[config.mk]
export PLATFORM = sky130hd
export DESIGN_NAME = light_decoder
export DESIGN_NICKNAME = d
export VERILOG_FILES = /design/src/rtl/light_pkg.sv /design/src/rtl/seg7_dice.sv /design/src/rtl/light_decoder.sv
export SDC_FILE = /design/constraint.sdc
export NUM_CORES = 1
export LEC_CHECK = 0
export ABC_CLOCK_PERIOD_IN_PS = 2850
export CAP_MARGIN = 20
export CORE_ASPECT_RATIO = 1.2
export CORE_UTILIZATION = 54
export DETAILED_ROUTE_END_ITERATION = 10
export PLACE_DENSITY = 0.87
export SYNTH_ARGS = -nofsm -noshare
export SYNTH_HDL_FRONTEND = slang
export SYNTH_HIERARCHICAL = 1
export SYNTH_SLANG_ARGS = --single-unit
[constraint.sdc]
create_clock -name clk -period 2.85 [get_ports clk]
set_input_delay 0.4275 -clock clk [delete_from_list [all_inputs] [get_ports clk]]
set_output_delay 0.4275 -clock clk [all_outputs]
set_load 0.02 [all_outputs]
[src/rtl/light_pkg.sv]
// Shared constants for the light decoder: traffic light codes, checker
// state encoding and the seven-segment die table.
package light_pkg;

  // Traffic light codes as driven by the upstream generator
  localparam logic [2:0] TL_RED     = 3'b100;
  localparam logic [2:0] TL_RED_AMB = 3'b110;
  localparam logic [2:0] TL_GREEN   = 3'b001;
  localparam logic [2:0] TL_AMBER   = 3'b010;

  // Traffic checker state encoding, visible on tl_state
  localparam logic [2:0] ST_OFF     = 3'd0;
  localparam logic [2:0] ST_SYNC    = 3'd1;
  localparam logic [2:0] ST_RED     = 3'd2;
  localparam logic [2:0] ST_RED_AMB = 3'd3;
  localparam logic [2:0] ST_GREEN   = 3'd4;
  localparam logic [2:0] ST_AMBER   = 3'd5;

  // Seven-segment patterns {g,f,e,d,c,b,a} indexed by die code; 0 and 7 are blank
  localparam logic [7:0][6:0] SEG_TABLE = {
    7'b0000000,  // 7
    7'b1111101,  // 6
    7'b1101101,  // 5
    7'b1100110,  // 4
    7'b1001111,  // 3
    7'b1011011,  // 2
    7'b0000110,  // 1
    7'b0000000   // 0
  };

  // Lit state matching a traffic code; illegal codes map to SYNC
  function automatic logic [2:0] tl_state_of(input logic [2:0] c);
    case (c)
      TL_RED:     return ST_RED;
      TL_RED_AMB: return ST_RED_AMB;
      TL_GREEN:   return ST_GREEN;
      TL_AMBER:   return ST_AMBER;
      default:    return ST_SYNC;
    endcase
  endfunction

  // Next lit state in the RED->RED_AMB->GREEN->AMBER->RED cycle
  function automatic logic [2:0] tl_succ(input logic [2:0] s);
    case (s)
      ST_RED:     return ST_RED_AMB;
      ST_RED_AMB: return ST_GREEN;
      ST_GREEN:   return ST_AMBER;
      ST_AMBER:   return ST_RED;
      default:    return s;
    endcase
  endfunction

endpackage

[src/rtl/seg7_dice.sv]
// Combinational die-code to seven-segment lookup.
module seg7_dice
  import light_pkg::*;
(
  input  logic [2:0] code,
  output logic [6:0] seg,
  output logic       valid
);

  // Table lookup; only codes 1..6 are real die faces
  always_comb begin
    seg   = SEG_TABLE[code];
    valid = (code != 3'd0) && (code != 3'd7);
  end

endmodule

[src/rtl/light_decoder.sv]
// Dual-mode decoder: traffic-light sequence checker or die display with
// a saturating count of value changes. All outputs are registered.
module light_decoder
  import light_pkg::*;
(
  input  logic       clk,
  input  logic       rst_n,
  input  logic       sel,
  input  logic [2:0] code,
  input  logic       err_clr,
  output logic [6:0] seg,
  output logic       dice_valid,
  output logic [2:0] tl_state,
  output logic       tl_err,
  output logic       dice_err,
  output logic [7:0] roll_cnt
);

  logic [6:0] die_seg;
  logic       die_ok;
  logic [2:0] code_state;
  logic [2:0] tl_next;
  logic       tl_bad;
  logic       dice_bad;
  logic       roll_inc;
  // Last legal die value; 0 means "none" since 0 is never a legal face
  logic [2:0] last_val;

  seg7_dice u_seg7 (
    .code  (code),
    .seg   (die_seg),
    .valid (die_ok)
  );

  // Traffic checker next state and sequence-error detection
  always_comb begin
    tl_next    = ST_OFF;
    tl_bad     = 1'b0;
    code_state = tl_state_of(code);
    if (sel) begin
      case (tl_state)
        ST_OFF: tl_next = ST_SYNC;
        ST_SYNC: begin
          tl_next = code_state;
          tl_bad  = (code_state == ST_SYNC);
        end
        ST_RED, ST_RED_AMB, ST_GREEN, ST_AMBER: begin
          if (code_state == tl_state) begin
            tl_next = tl_state;
          end else if (code_state == tl_succ(tl_state)) begin
            tl_next = code_state;
          end else begin
            tl_next = ST_SYNC;
            tl_bad  = 1'b1;
          end
        end
        default: tl_next = ST_SYNC;
      endcase
    end
  end

  // Die-mode error and change detection
  always_comb begin
    dice_bad = !sel && !die_ok;
    roll_inc = !sel && die_ok && (code != last_val);
  end

  // Output and state registers; a same-edge error beats err_clr on the flags
  always_ff @(posedge clk or negedge rst_n) begin
    if (!rst_n) begin
      seg        <= 7'd0;
      dice_valid <= 1'b0;
      tl_state   <= ST_OFF;
      tl_err     <= 1'b0;
      dice_err   <= 1'b0;
      roll_cnt   <= 8'd0;
      last_val   <= 3'd0;
    end else begin
      tl_state   <= tl_next;
      seg        <= (!sel && die_ok) ? die_seg : 7'd0;
      dice_valid <= !sel && die_ok;
      tl_err     <= tl_bad   | (tl_err   & ~err_clr);
      dice_err   <= dice_bad | (dice_err & ~err_clr);
      if (err_clr) begin
        roll_cnt <= 8'd0;
        last_val <= 3'd0;
      end else if (roll_inc) begin
        last_val <= code;
        if (roll_cnt != 8'hFF) roll_cnt <= roll_cnt + 8'd1;
      end
    end
  end

endmodule

==> run metrics, run 1 <==
distinct cell type count after synthesis 34; clock-pin slew of the registers on the worst-case setup and hold paths around 0.12 ns; count of maximum capacitance violations 0; crit share post-route just over 80%; Hold Path Class primary input to async pin; IO Port Bufs 27; global-route wire length before repair approximately 4.4 mm; dpl hpwl 2.013 mm; number of instances resized during post-cts repair 0; total I/O pin count 28; crit path launch code[1]; Tightest Pin Transition between 0.5 and 0.6 ns; pin count of the biggest net entering global routing 25; Startpoint Class primary input; FF+latch count, synth 24; clock buffer depth 2; Max Clock Freq about 430 MHz; clk_lat worst skew about 0.3 ns; FP Rows 19; fin nets ~190; post-synthesis cell area about 0.0013 mm2; Post-synth top flop dfrtp_1; total grt overflow 0; final setup fails 0; GRT Total Usage ~23%; CP Max Fanout 9; PD cells ~410 mW/mm2; # DRC 0; GP Congestion around 0.83; yosys warns 6; Post-synth EDFFs 0; r2r startpoint roll_cnt[0]$_DFFE_PN0P_; Fillers between 150 and 200; number of global-route vias before repair 1052; CTS tree yes; initial antenna violation count 0; Max transition margin 61.04%; Std-Cell Core Area around 0.0023 mm2; Synth-to-Final Area Change 24.60%; worst hold slack roughly 0.46 ns; vias per std cell roughly 5.7; Worst R2R End roll_cnt[5]$_DFFE_PN0P_; Chip Height approximately 56 um; cts bufs inserted 3; layout cells sized above 1 under 10%; Clock Sinks 24; initial core utilization around 58%; DRT Pass-1 Iters 4; Worst Skew ~0.0036 ns; Post-DRT Antenna Nets 0; leakage power 0.0007122 uW; setup total negative slack 0 ns; fraction of registers with async set/reset 100.0%; Synthesized Nets 157; VDD IR max approximately 0.33 mV; Synth Instances 145; Final min period between 2 and 2.5 ns; antenna cell count 0; CP Class primary input to register; Clock Tree Root clkbuf_4; Critical Path AT between 2 and 3 ns; drt total wl roughly 2.6 mm; unrepaired setup endpoints after global routing false; hold buffers post-CTS 0; Die Wd about 47 um; vias ~1100; Crit. End Element register; max-slew violations 0; status finished clean; 1st-iter DRT viols 32; DIE AREA 0.002671 mm2; routed len/inst roughly 13 um; CP required between 3 and 4 ns; post-synthesis sequential area ratio 45.07%; H-tree depth 1; syn avg cell area 9.190 um2; area of the multi-input gates around 650 um2; final hold viol count 0; post-CTS setup buffers 0; FF-to-FF setup slack roughly 1.1 ns; register area approximately 600 um2; r2r worst-path depth 5
[per-stage QoR]
step,instance area [um2],utilization [%],worst slack (ns),cells,power [uW]
after floorplan,1333,-,0.9411,145,461.9
after detailed placement,1624,70.43,0.1848,199,523.6
after global placement,1624,70.43,0.3017,199,517.6
after global routing,1660,72.00,0.2995,203,722.4
final,1660,72.00,0.4989,203,687.0
after CTS,1660,72.00,0.5152,203,692.4
[final cells by class]
class,count,share of cell area [%]
Clock buffer,4,2.185
Inverter,6,1.356
Multi-Input combinational cell,106,39.41
Timing Repair Buffer,32,18.54
Tap cell,31,2.336
Sequential cell,24,36.17
[sequential cells by signal (all words and copies together), names as in the netlist]
signal and count:
tl_err 1, seg 7, roll_cnt 8, dice_valid 1, last_val 3, tl_state 3
dice_err 1
[power by group]
part	internal, uW	switching, uW	leakage (uW)
registers	357	11.9	0.000321
logic	67.2	80.4	0.000370
clock network	78.0	92.6	0.0000210
[logic make-up (layout without fill, tap and decap cells)]
kind of cell	count (synthesis)	in the layout	synth area share (%)
and+or+nand+nor	62	62	24.88
AOI/OAI and AO/OA	31	31	13.43
DFF	24	24	45.07
adders and majority gates	5	5	4.695
xor gates and xnor gates	3	3	1.972
muxes	5	5	4.131
buffers and inverters	15	42	5.821
[placed cells by master (no fill, tap or decap), drive strengths merged, types with 2 or more instances in the layout]
| cell type | n |
|---|---|
| a21oi | 14 |
| and2 | 7 |
| buf | 5 |
| clkbuf | 4 |
| clkdlybuf4s50 | 27 |
| dfrtp | 24 |
| ha | 5 |
| inv | 6 |
| mux2 | 4 |
| nand2 | 13 |
| nand2b | 3 |
| nand3 | 8 |
| nor2 | 11 |
| nor2b | 8 |
| nor4 | 2 |
| o21a | 2 |
| o21ai | 7 |
| o22ai | 3 |
| o31ai | 2 |
| or3 | 3 |
| or4 | 2 |
| xnor2 | 3 |
[worst max path at each step]
stage                              endpoint  slack (ns)  cells after the start
global route        roll_cnt[3]$_DFFE_PN0P_        0.30                      9
detailed placement  roll_cnt[5]$_DFFE_PN0P_        0.18                      9
global placement    roll_cnt[5]$_DFFE_PN0P_        0.30                      9
floorplan           roll_cnt[5]$_DFFE_PN0P_        0.94                      8
finish              roll_cnt[5]$_DFFE_PN0P_        0.50                      9
CTS                 roll_cnt[5]$_DFFE_PN0P_        0.52                      9
[routing by layer]
metal / global-route usage (%) / wire [um] / part of all wire, %
met5: 0 / 0 / 0
met4: 6.939 / 32 / 1.2
met3: 2.251 / 78 / 3.0
met2: 40.12 / 1459 / 56
met1: 26.87 / 1051 / 40
[Yosys cell counts (all sizes together), types with 2 or more instances]
master,instances,area [um2]
o21ai,7,35.03
nor2,11,41.29
nand2b,3,18.77
clkbuf,4,15.01
nor4,2,12.51
nand2,13,48.80
and2,7,43.79
a21oi,14,70.07
inv,6,22.52
or4,2,15.01
o21a,2,15.01
mux2,4,45.04
or3,3,18.77
xnor2,3,26.28
buf,5,40.04
dfrtp,24,600.6
nor2b,8,50.05
ha,5,62.56
nand3,8,40.04
o31ai,2,15.01
o22ai,3,18.77
[critical path, stage by stage]
cell and delay (ns):
clkdlybuf4s50_1 0.54, inv_1 0.11, ha_1 0.20, mux2i_1 0.17, nand2b_1 0.16, inv_2 0.08
o21ai_1 0.17, nor4_1 0.32, mux2_1 0.36
Power figures use the tool's default switching activity.
==> run 2: changes to the inputs <==
--- a/config.mk
+++ b/config.mk
@@ -5,12 +5,12 @@
 export SDC_FILE = /design/constraint.sdc
 export NUM_CORES = 1
 export LEC_CHECK = 0
-export ABC_CLOCK_PERIOD_IN_PS = 2850
+export ABC_CLOCK_PERIOD_IN_PS = 2200
 export CAP_MARGIN = 20
 export CORE_ASPECT_RATIO = 1.2
-export CORE_UTILIZATION = 54
+export CORE_UTILIZATION = 50
 export DETAILED_ROUTE_END_ITERATION = 10
-export PLACE_DENSITY = 0.87
+export PLACE_DENSITY = 0.81
 export SYNTH_ARGS = -nofsm -noshare
 export SYNTH_HDL_FRONTEND = slang
 export SYNTH_HIERARCHICAL = 1
==> constraint.sdc (replaced) <==
create_clock -name clk -period 2.2 [get_ports clk]
set_input_delay 0.33 -clock clk [delete_from_list [all_inputs] [get_ports clk]]
set_output_delay 0.33 -clock clk [all_outputs]
set_load 0.02 [all_outputs]
==> run metrics, run 2 (synthesis gave the netlist of run 1 again) <==
routed len/inst between 10 and 15 um; PD cells 523.2 mW/mm2; DRT Pass-1 Iters 4; fin nets 198; CP required roughly 2.4 ns; worst-path cell chain clkdlybuf4s50_1 > inv_1 > ha_1 > mux2i_2 > nand2b_1 > inv_2 > o21ai_2 > or4_1 > a21oi_1; Fillers between 150 and 200; Largest regs roll_cnt x8, seg x7; Most flops, register roll_cnt; antenna cell count 0; Final min period roughly 2 ns; area post-placement between 0.0015 and 0.002 mm2; worst hold slack roughly 0.36 ns; CTS tree yes; Hold Path Class primary input to async pin; post-CTS setup buffers 0; FP Rows 20; max-slew violations 0; final hold viol count 0; Post-Place Worst Slack -0.2462 ns; most common cell after layout, fill and taps aside clkdlybuf4s50_1; Synth-to-Final Area Change 33.15%; number of global-route vias before repair approximately 1200; GP Congestion 0.7951; leakage power 0.0007742 uW; Worst R2R End roll_cnt[3]$_DFFE_PN0P_; layout cells sized above 1 roughly 15%; DIE AREA between 0.002 and 0.003 mm2; cts bufs inserted 3; Tightest Pin Transition around 0.48 ns; total grt overflow 0; Finished Layout Cells between 200 and 250; Crit. End Element register; initial antenna violation count 0; CP Class primary input to register; Startpoint Class primary input; CP peak stage delay 0.50 ns; FF-to-FF setup slack 0.51 ns; area of the multi-input gates ~670 um2; # DRC 0; r2r startpoint roll_cnt[0]$_DFFE_PN0P_; total I/O pin count 28; final worst slack roughly 0.16 ns; Std-Cell Core Area roughly 0.0025 mm2; clock-pin slew of the registers on the worst-case setup and hold paths ~0.13 ns; register area 600.6 um2; r2r worst-path depth 5; Post-DRT Antenna Nets 0; vias around 1200; Clock Tree Root clkbuf_4; H-tree depth 1; crit share post-route 92.69%; VDD IR max approximately 0.51 mV; CP Max Fanout 6; CP max stage cell clkdlybuf4s50_1; commonest cells after routing, fill and taps aside clkdlybuf4s50_1 (27), dfrtp_1 (24), buf_4 (18); number of flip-flops under the largest register name 8; Placed Instances about 210; final setup fails 0; Chip Height between 50 and 60 um; dpl hpwl around 2.2 mm; Max transition margin approximately two thirds; vias per std cell ~5.5; drt total wl between 2 and 3 mm; Critical Path AT approximately 2.3 ns; global-route wire length before repair 4.933 mm; status finished clean; Die Wd between 40 and 50 um; 1st-iter DRT viols 36; pin count of the biggest net entering global routing 25; clock buffer depth 2; Clock Sinks 24; count of maximum capacitance violations 0; unrepaired setup endpoints after global routing false; IO Port Bufs 27; post-route cell area between 0.0015 and 0.002 mm2; Worst Skew approximately 0.005 ns; GRT Total Usage 22.41%; initial core utilization 52.72%; Max Clock Freq slightly below 500 MHz; clk_lat worst skew 0.31 ns
[run 2: repair_timing]
item                       CTS  global route
gates resized for setup      0             3
hold buffers                 0             0
setup endpoints to repair    0             5
[run 2: report_power, final]
part | internal, uW | switching [uW]
registers | 463 | 15.7
logic | 106 | 111
clock network | 101 | 132
total | 670 | 259
[run 2: final cells by class]
type / count / share of cell area, %
multi-input cells: 106 / 37.66
clock buffers: 4 / 2.045
repair buffers: 45 / 22.85
flip-flops and latches: 24 / 33.85
inverters: 6 / 1.269
well taps: 33 / 2.327
[run 2: how the worst max path moves through the flow]
stage / from / endpoint / slack, ns / cells past startpoint
after CTS: code[1] / roll_cnt[5]$_DFFE_PN0P_ / 0.09 / 9
final: code[0] / roll_cnt[3]$_DFFE_PN0P_ / 0.16 / 9
after detailed placement: code[1] / roll_cnt[5]$_DFFE_PN0P_ / -0.25 / 9
after global placement: code[0] / roll_cnt[5]$_DFFE_PN0P_ / -0.11 / 9
after floorplan: code[0] / roll_cnt[5]$_DFFE_PN0P_ / 0.39 / 8
after global routing: code[1] / roll_cnt[4]$_DFFE_PN0P_ / 0.04 / 9
[run 2: metal layers]
metal  GRT usage (%)  share of wire, %
met5               0                 0
met4           10.50              0.54
met3           2.842               3.7
met2           42.07                56
met1           25.04                40
[run 2: per-stage QoR]
step	utilization (%)	setup TNS [ns]	total power (uW)
6_report	70.20	0	928.3
5_1_grt	70.20	0	975.6
4_1_cts	69.65	0	932.4
3_5_place_dp	68.22	-1.130	700.9
3_3_place_gp	68.22	-0.3766	692.2
2_1_floorplan	-	0	598.3
[run 2: critical path, delay by kind of cell]
family	cells	cell delay [ns]
buffers and inverters	3	0.66
multiplexers	1	0.18
adder cells (fa/ha/maj)	1	0.22
AO/OA/AOI/OAI	2	0.28
AND/OR/NAND/NOR	2	0.61
